$ cat src/rtl/fb_rect_fill.sv
// rtl/fb_rect_fill.sv - solid rectangle fill engine for the 640x480x12 framebuffer
//
// Accepts one rectangle command per valid/ready handshake, orders and clips
// the corners to the screen, then emits one framebuffer pixel write per
// cycle in raster order. The write port may stall; position only advances
// on an accepted write.
//
// Ports:
//   clk, reset_n               clock, asynchronous active-low reset
//   cmd_valid / cmd_ready      command handshake (ready only while idle)
//   cmd_x0/y0, cmd_x1/y1       two opposite corners, any order, any value
//   cmd_color                  fill colour {r,g,b}
//   i_wr_stall                 framebuffer write port busy this cycle
//   o_wr/o_wr_addr/o_wr_data   pixel write (addr = y*H_RES + x)
//   o_busy                     command in progress
//   o_done                     one-cycle pulse at command completion
module fb_rect_fill #(
  parameter int H_RES      = 640,
  parameter int V_RES      = 480,
  parameter int X_WIDTH    = 10,
  parameter int Y_WIDTH    = 10,
  parameter int WIDTH      = 12,
  parameter int ADDR_WIDTH = $clog2(H_RES * V_RES)
) (
  input  logic                  clk,
  input  logic                  reset_n,
  input  logic                  cmd_valid,
  output logic                  cmd_ready,
  input  logic [X_WIDTH-1:0]    cmd_x0,
  input  logic [Y_WIDTH-1:0]    cmd_y0,
  input  logic [X_WIDTH-1:0]    cmd_x1,
  input  logic [Y_WIDTH-1:0]    cmd_y1,
  input  logic [WIDTH-1:0]      cmd_color,
  input  logic                  i_wr_stall,
  output logic                  o_wr,
  output logic [ADDR_WIDTH-1:0] o_wr_addr,
  output logic [WIDTH-1:0]      o_wr_data,
  output logic                  o_busy,
  output logic                  o_done
);

  localparam logic [X_WIDTH-1:0]    X_MAX    = X_WIDTH'(H_RES - 1);
  localparam logic [Y_WIDTH-1:0]    Y_MAX    = Y_WIDTH'(V_RES - 1);
  localparam logic [ADDR_WIDTH-1:0] ROW_STEP = ADDR_WIDTH'(H_RES);

  typedef enum logic [1:0] {IDLE, CLIP, FILL, DONE} state_t;

  state_t state, state_nxt;

  logic [X_WIDTH-1:0]    x0_q, x1_q, xl_q, xr_q, cur_x;
  logic [Y_WIDTH-1:0]    y0_q, y1_q, yb_q, cur_y;
  logic [WIDTH-1:0]      color_q;
  logic [ADDR_WIDTH-1:0] row_base;

  // Corner ordering and clipping, consumed during the CLIP cycle.
  logic [X_WIDTH-1:0]    xl_c, xr_c, xr_clip;
  logic [Y_WIDTH-1:0]    yt_c, yb_c, yb_clip;
  logic [ADDR_WIDTH-1:0] yt_ext, row_base_c;
  logic                  empty_c;
  logic                  last_px;

  assign xl_c    = (x0_q < x1_q) ? x0_q : x1_q;
  assign xr_c    = (x0_q < x1_q) ? x1_q : x0_q;
  assign yt_c    = (y0_q < y1_q) ? y0_q : y1_q;
  assign yb_c    = (y0_q < y1_q) ? y1_q : y0_q;
  assign empty_c = (xl_c > X_MAX) || (yt_c > Y_MAX);
  assign xr_clip = (xr_c > X_MAX) ? X_MAX : xr_c;
  assign yb_clip = (yb_c > Y_MAX) ? Y_MAX : yb_c;

  // yt*640 as (yt<<9)+(yt<<7); only meaningful for a 640-pixel line.
  assign yt_ext     = ADDR_WIDTH'(yt_c);
  assign row_base_c = (yt_ext << 9) + (yt_ext << 7);

  assign last_px   = (cur_x == xr_q) && (cur_y == yb_q);
  assign o_wr_addr = row_base + ADDR_WIDTH'(cur_x);
  assign o_wr_data = color_q;
  assign o_busy    = (state != IDLE);

  always_ff @(posedge clk or negedge reset_n) begin
    if (!reset_n) begin
      state <= IDLE;
    end else begin
      state <= state_nxt;
    end
  end

  always_comb begin
    state_nxt = state;
    cmd_ready = 1'b0;
    o_wr      = 1'b0;
    o_done    = 1'b0;
    case (state)
      IDLE: begin
        cmd_ready = 1'b1;
        if (cmd_valid) state_nxt = CLIP;
      end
      CLIP: state_nxt = empty_c ? DONE : FILL;
      FILL: begin
        o_wr = 1'b1;
        if (!i_wr_stall && last_px) state_nxt = DONE;
      end
      DONE: begin
        o_done    = 1'b1;
        state_nxt = IDLE;
      end
      default: state_nxt = IDLE;
    endcase
  end

  always_ff @(posedge clk or negedge reset_n) begin
    if (!reset_n) begin
      x0_q     <= '0;
      x1_q     <= '0;
      y0_q     <= '0;
      y1_q     <= '0;
      color_q  <= '0;
      xl_q     <= '0;
      xr_q     <= '0;
      yb_q     <= '0;
      cur_x    <= '0;
      cur_y    <= '0;
      row_base <= '0;
    end else begin
      case (state)
        IDLE: begin
          if (cmd_valid) begin
            x0_q    <= cmd_x0;
            x1_q    <= cmd_x1;
            y0_q    <= cmd_y0;
            y1_q    <= cmd_y1;
            color_q <= cmd_color;
          end
        end
        CLIP: begin
          xl_q     <= xl_c;
          xr_q     <= xr_clip;
          yb_q     <= yb_clip;
          cur_x    <= xl_c;
          cur_y    <= yt_c;
          row_base <= row_base_c;
        end
        FILL: begin
          // Hold on the final pixel so the address never leaves the screen.
          if (!i_wr_stall && !last_px) begin
            if (cur_x < xr_q) begin
              cur_x <= cur_x + X_WIDTH'(1);
            end else begin
              cur_x    <= xl_q;
              cur_y    <= cur_y + Y_WIDTH'(1);
              row_base <= row_base + ROW_STEP;
            end
          end
        end
        default: ;
      endcase
    end
  end

endmodule

$ cat config.mk
export PLATFORM = sky130hd
export DESIGN_NAME = fb_rect_fill
export DESIGN_NICKNAME = d
export VERILOG_FILES = /design/src/rtl/fb_rect_fill.sv
export SDC_FILE = /design/constraint.sdc
export NUM_CORES = 1
export LEC_CHECK = 0
export ABC_AREA = 1
export BUFFER_PORTS_ARGS = -buffer_cell sky130_fd_sc_hd__clkbuf_2
export CAP_MARGIN = 20
export CORE_AREA = 2 2 120 122
export DETAILED_ROUTE_END_ITERATION = 6
export DIE_AREA = 0 0 122 124
export PLACE_DENSITY = 0.76
export SLEW_MARGIN = 20
export SYNTH_ARGS = -nofsm -noshare
export SYNTH_HDL_FRONTEND = slang
export SYNTH_SLANG_ARGS = --single-unit
$ cat constraint.sdc
create_clock -name clk -period 4.14 [get_ports clk]
set_clock_uncertainty 0.2 [all_clocks]
set_input_delay 0.414 -clock clk [delete_from_list [all_inputs] [get_ports clk]]
set_output_delay 0.414 -clock clk [all_outputs]
set_load 0.02 [all_outputs]
Yosys cells after proc, flatten, opt, wreduce, memory -nomap -nowiden
Index checks and enable logic that the tools add are counted.
W data, S select, Z words.

cells by class
  add/sub/neg operators = 5
  magnitude comparators = 7
  equal/unequal tests = 9
  multiplexer cells = 22
  reductions and logical operators = 13

operators by type and width
  operator                  count
  $mux W10                  10
  $pmux W10 S2              2
  $mux W19                  2
  $pmux W19 S2              1
  $lt A10 B10 Y1            3
  $add A10 B1 Y10 const B   2
  $eq A10 B10 Y1            2
  $gt A10 B10 Y1 const B    2
  $gt A10 B9 Y1 const B     2
  $add A19 B10 Y19          1
  $add A19 B10 Y19 const B  1
  $add A19 B17 Y19          1
  $ne A2 B2 Y1 const B      4
  $pmux W2 S4               1
  $reduce_and A2 Y1         3
  $eq A2 B2 Y1 const B      2
  $mux W1                   4
  $mux W2                   2
  $reduce_bool A2 Y1        2
  $logic_and A1 B1 Y1       3
  $reduce_and A3 Y1         1
  $eq A2 B1 Y1 const B      1
  $logic_not A1 Y1          2
  $logic_not A2 Y1          1
  $logic_or A1 B1 Y1        1

storage, ports and cells
  bits in registers = 123
  bits of input ports = 56
  output and inout bits = 35
  word-level logic and storage cells = 68

Longest topological paths before layout
  depth in word-level cells = 6
  depth in mapped cells = 24
  depth with buffers taken out = 22

Worst setup path after synthesis
Ideal clock, no wire load.

  kind = register -> register
  start = register y1_q[5]
  end = register row_base[18]
  setup time = 0.113 ns
  arrival time = 2.688 ns
  data required time = 3.827 ns
  path slack = 1.139 ns
  cell stages (with the launch flop) = 24
  path buffers = 2
  period minus slack after synthesis = 3.001 ns
  path through = dfrtp_1 inv_1 ha_1 nand2_1 inv_1 nand2_1 nand2_1 nand2_2 nand3_4 buf_6 buf_6 o21ai_0 inv_1 ha_1 inv_1 o21ai_2 inv_1 nand2_1 nand2_1 nand3_1 nand2_1 nand3_1 nand2_1 inv_1

on the way
  cells in the longest elaborated chain, start to end = 4

ends and longest elaborated chain
  element                 RTL line  RTL
  from (decl)             51        logic [Y_WIDTH-1:0] y0_q, y1_q, yb_q, cur_y;
  from (signal assigned)  130       y1_q <= cmd_y1;
  $lt A10 B10 Y1          64        assign yt_c = (y0_q < y1_q) ? y0_q : y1_q;
  $mux W10 *              64
  $add A19 B17 Y19 *      72        assign row_base_c = (yt_ext << 9) + (yt_ext << 7);
  $pmux W19 S2 *          124       case (state)
  to (signal assigned)    140       row_base <= row_base_c;
  to (signal assigned)    150       row_base <= row_base + ROW_STEP;
  to (decl)               53        logic [ADDR_WIDTH-1:0] row_base;

Mark *: on every way between the ends. The rest lies on a longest branch, timed or not.
A chain may end at the register's enable or synchronous reset.

Final worst setup path
  start = register y0_q[9]
  end = register row_base[18]

on the way
  cells in the longest elaborated chain, start to end = 4

ends and longest elaborated chain
  element                 RTL line  RTL
  from (decl)             51
  from (signal assigned)  129       y0_q <= cmd_y0;
  $lt A10 B10 Y1          64
  $mux W10 *              64
  $add A19 B17 Y19 *      72
  $pmux W19 S2 *          124

Marks and branches as above.

==> results.toml <==
[clock_tree]
cts_resized = 0
cts_hold_buffers = 1
cts_root_buf = "clkbuf_16"
h-tree-depth = 4
numCtsBuffers = 17
clockBufferDepth = 2
clk_pin_slew_worst_paths_ns = 0.06
cts_setup_buffers = 0
clk_latency_ns = 0.42
cts.sinks = 116
cts_tree = "built"

[synthesis]
synth_seq_cells = 116
syn-cell-area_sq_um = 7460
synthCells = 946
syn_avg_cell_area_sq_um = 7.88
yosysWarnings = 0
synth_nets = 1045
ys_seq_area_share_pct = 38.9
ys_types = 49

[drt]
drtPass1Iterations = 5
vias = 6438
drc = 0
wl_per_cell_um = 14.3
postRouteWirelength_um = 17400
ant_nets = 0
routed_via_density = 5.30
drtIter0Drc = 536

[placement]
port_buffers = 90
dp.cells = 1182
place_congestion = 0.887
dp_hpwl_um = 12700

[worst_setup_path]
critPathKind = "reg -> reg"
max_stage_delay_ns = 0.59
endpoint_kind = "register"
crit_chain = "ha_1, a21o_1, nor2_4, nand3_4, o21ai_0, inv_1, ha_1, inv_1, nor2_1, inv_1, nor2_2, nand3_1, nand4_1, nand3_1, nand2_1, inv_1"
cp_data_arrival_time_ns = 3.78
cp-start-kind = "register"
required_ns = 4.26
cp_slowest_cell = "o21ai_0"
path_max_fanout = 12
crit_top_cell = "inv_1"

[timing]
timing.hold.ws_ns = 0.0246
fin_crit_ns = 3.66
rsz0062_at_grt = "no"
finalSetupTns_ns = 0
tightest_slew_ns = 0.992
slew_viol_final = 0
setup_viol = 0
slew_headroom_pct = 33.6
finalHoldViolCount = 0
fmax_ghz = 0.273
finalCritPeriodShare_pct = 88.4

[layout]
nets = 1121
stdcell_count = 1215
drive_gt1_share_pct = 20.2
fill_cells = 1181
final_common_cell = "nand2_1"
layout_common_cells = "nand2_1 (159), dfrtp_1 (116), nor2_1 (107)"
syn2layout_area_growth_pct = 15.5
n_antenna_cell = 0

[floorplan]
core_area_sq_um = 13700
die_w_um = 122
initial_core_util_pct = 54.4
io_pins = 91
die_h_um = 124
fp-row-count = 43
die_area_sq_um = 15100

[run]
cap_violations = 0

[worst_hold_path]
hp-class = "in -> reg"

[global_routing]
antenna_found_initial = 0
grt.total_usage_pct = 24.3
gr-total-overflow = 0
grt_pass1_vias = 5972
grt_pass1_wl_um = 28800
grt_max_degree = 66

[outcome]
status = "finished, final reports clean"
[Yosys cell counts, drive strengths merged]
library cell    n  area, sq um
a211oi          3         27.5
a21boi          2         15.0
a21o            1         7.51
a21oi          74          382
a22oi           8         60.1
a31oi          10         62.6
buf            18          130
clkbuf         29          109
clkinv          1         3.75
dfrtp         116         2900
fa              1         20.0
ha             42          526
inv           110          413
mux2           18          203
nand2         189          837
nand3          40          245
nand3b          3         22.5
nand4          13         87.6
nor2          112          448
nor3           13         70.1
nor3b           2         15.0
nor4            3         18.8
o211ai          6         45.0
o21a            2         15.0
o21ai          90          462
o21bai          1         7.51
o22a            2         17.5
o22ai           5         31.3
o311ai          2         17.5
or2             2         12.5
xnor2           4         35.0
xor2           24          210
[critical path, delay by kind of cell (launching register included)]
kind,cells,cell delay (ns)
compound gates,2,0.81
fa+ha+maj,2,0.72
buf+inv,4,0.31
flops,1,0.41
simple gates,8,1.09
[layer usage]
layer / track usage [%] / vias up / part of all wire [%]
met2: 36.5 / 199 / 44
met3: 5.68 / 14 / 6.5
met4: 6.18 / 0 / 0.89
li1: - / 3264 / -
met1: 35.6 / 2961 / 48
met5: 0 / - / 0
[registers in the layout, summed over array words and instances, names as in the netlist]
name and flops:
o_wr_data 12, row_base 12, cur_x 10, cur_y 10, x0_q 10, x1_q 10
xl_q 10, xr_q 10, y0_q 10, y1_q 10, yb_q 10, state 2
[per-stage QoR]
step	util [%]	setup WS, ns	area (sq um)
after floorplan	-	1.14	7460
after global placement	58.3	0.555	8000
after detailed placement	58.3	0.523	8000
after CTS	62.8	0.514	8610
after global routing	62.8	0.171	8610
final	62.8	0.479	8610
[final timing paths]
| check | start | to | slack [ns] | cells past startpoint |
|---|---|---|---|---|
| worst max-delay path | y0_q[9]$_DFFE_PN0P_ | row_base[18]$_DFFE_PN0P_ | 0.48 | 16 |
| worst min-delay path | cmd_x0[6] | x0_q[6]$_DFFE_PN0P_ | 0.02 | 2 |
| min in group asynchronous | reset_n | o_wr_data[9]$_DFFE_PN0P_ | 0.45 | 2 |
| worst min register to register | xl_q[6]$_DFFE_PN0P_ | xl_q[6]$_DFFE_PN0P_ | 0.29 | 2 |
| worst max register to register | y0_q[9]$_DFFE_PN0P_ | row_base[18]$_DFFE_PN0P_ | 0.48 | 16 |
| max in group asynchronous | reset_n | row_base[9]$_DFFE_PN0P_ | 2.42 | 3 |
[area by class of cell]
type	count	area [sq um]	share of cell area [%]
clock buffers	22	484	5.62
multi-input cells	672	3900	45.3
well taps	180	225	2.61
flip-flops and latches	116	2900	33.7
repair buffers	104	561	6.51
clock inverters	10	121	1.41
inverters	111	417	4.84
[logic make-up after synthesis]
logic type	share of synthesized area, %
and+or+nand+nor	23.6
AOI/OAI and AO/OA	15.4
buffers and inverters	8.79
DFF	38.9
adders and majority gates	7.31
xor gates and xnor gates	3.29
muxes	2.72
Power is left out: the tool's default activity adds up to more than one toggle a clock period on the data nets, which glitch-free logic cannot reach.
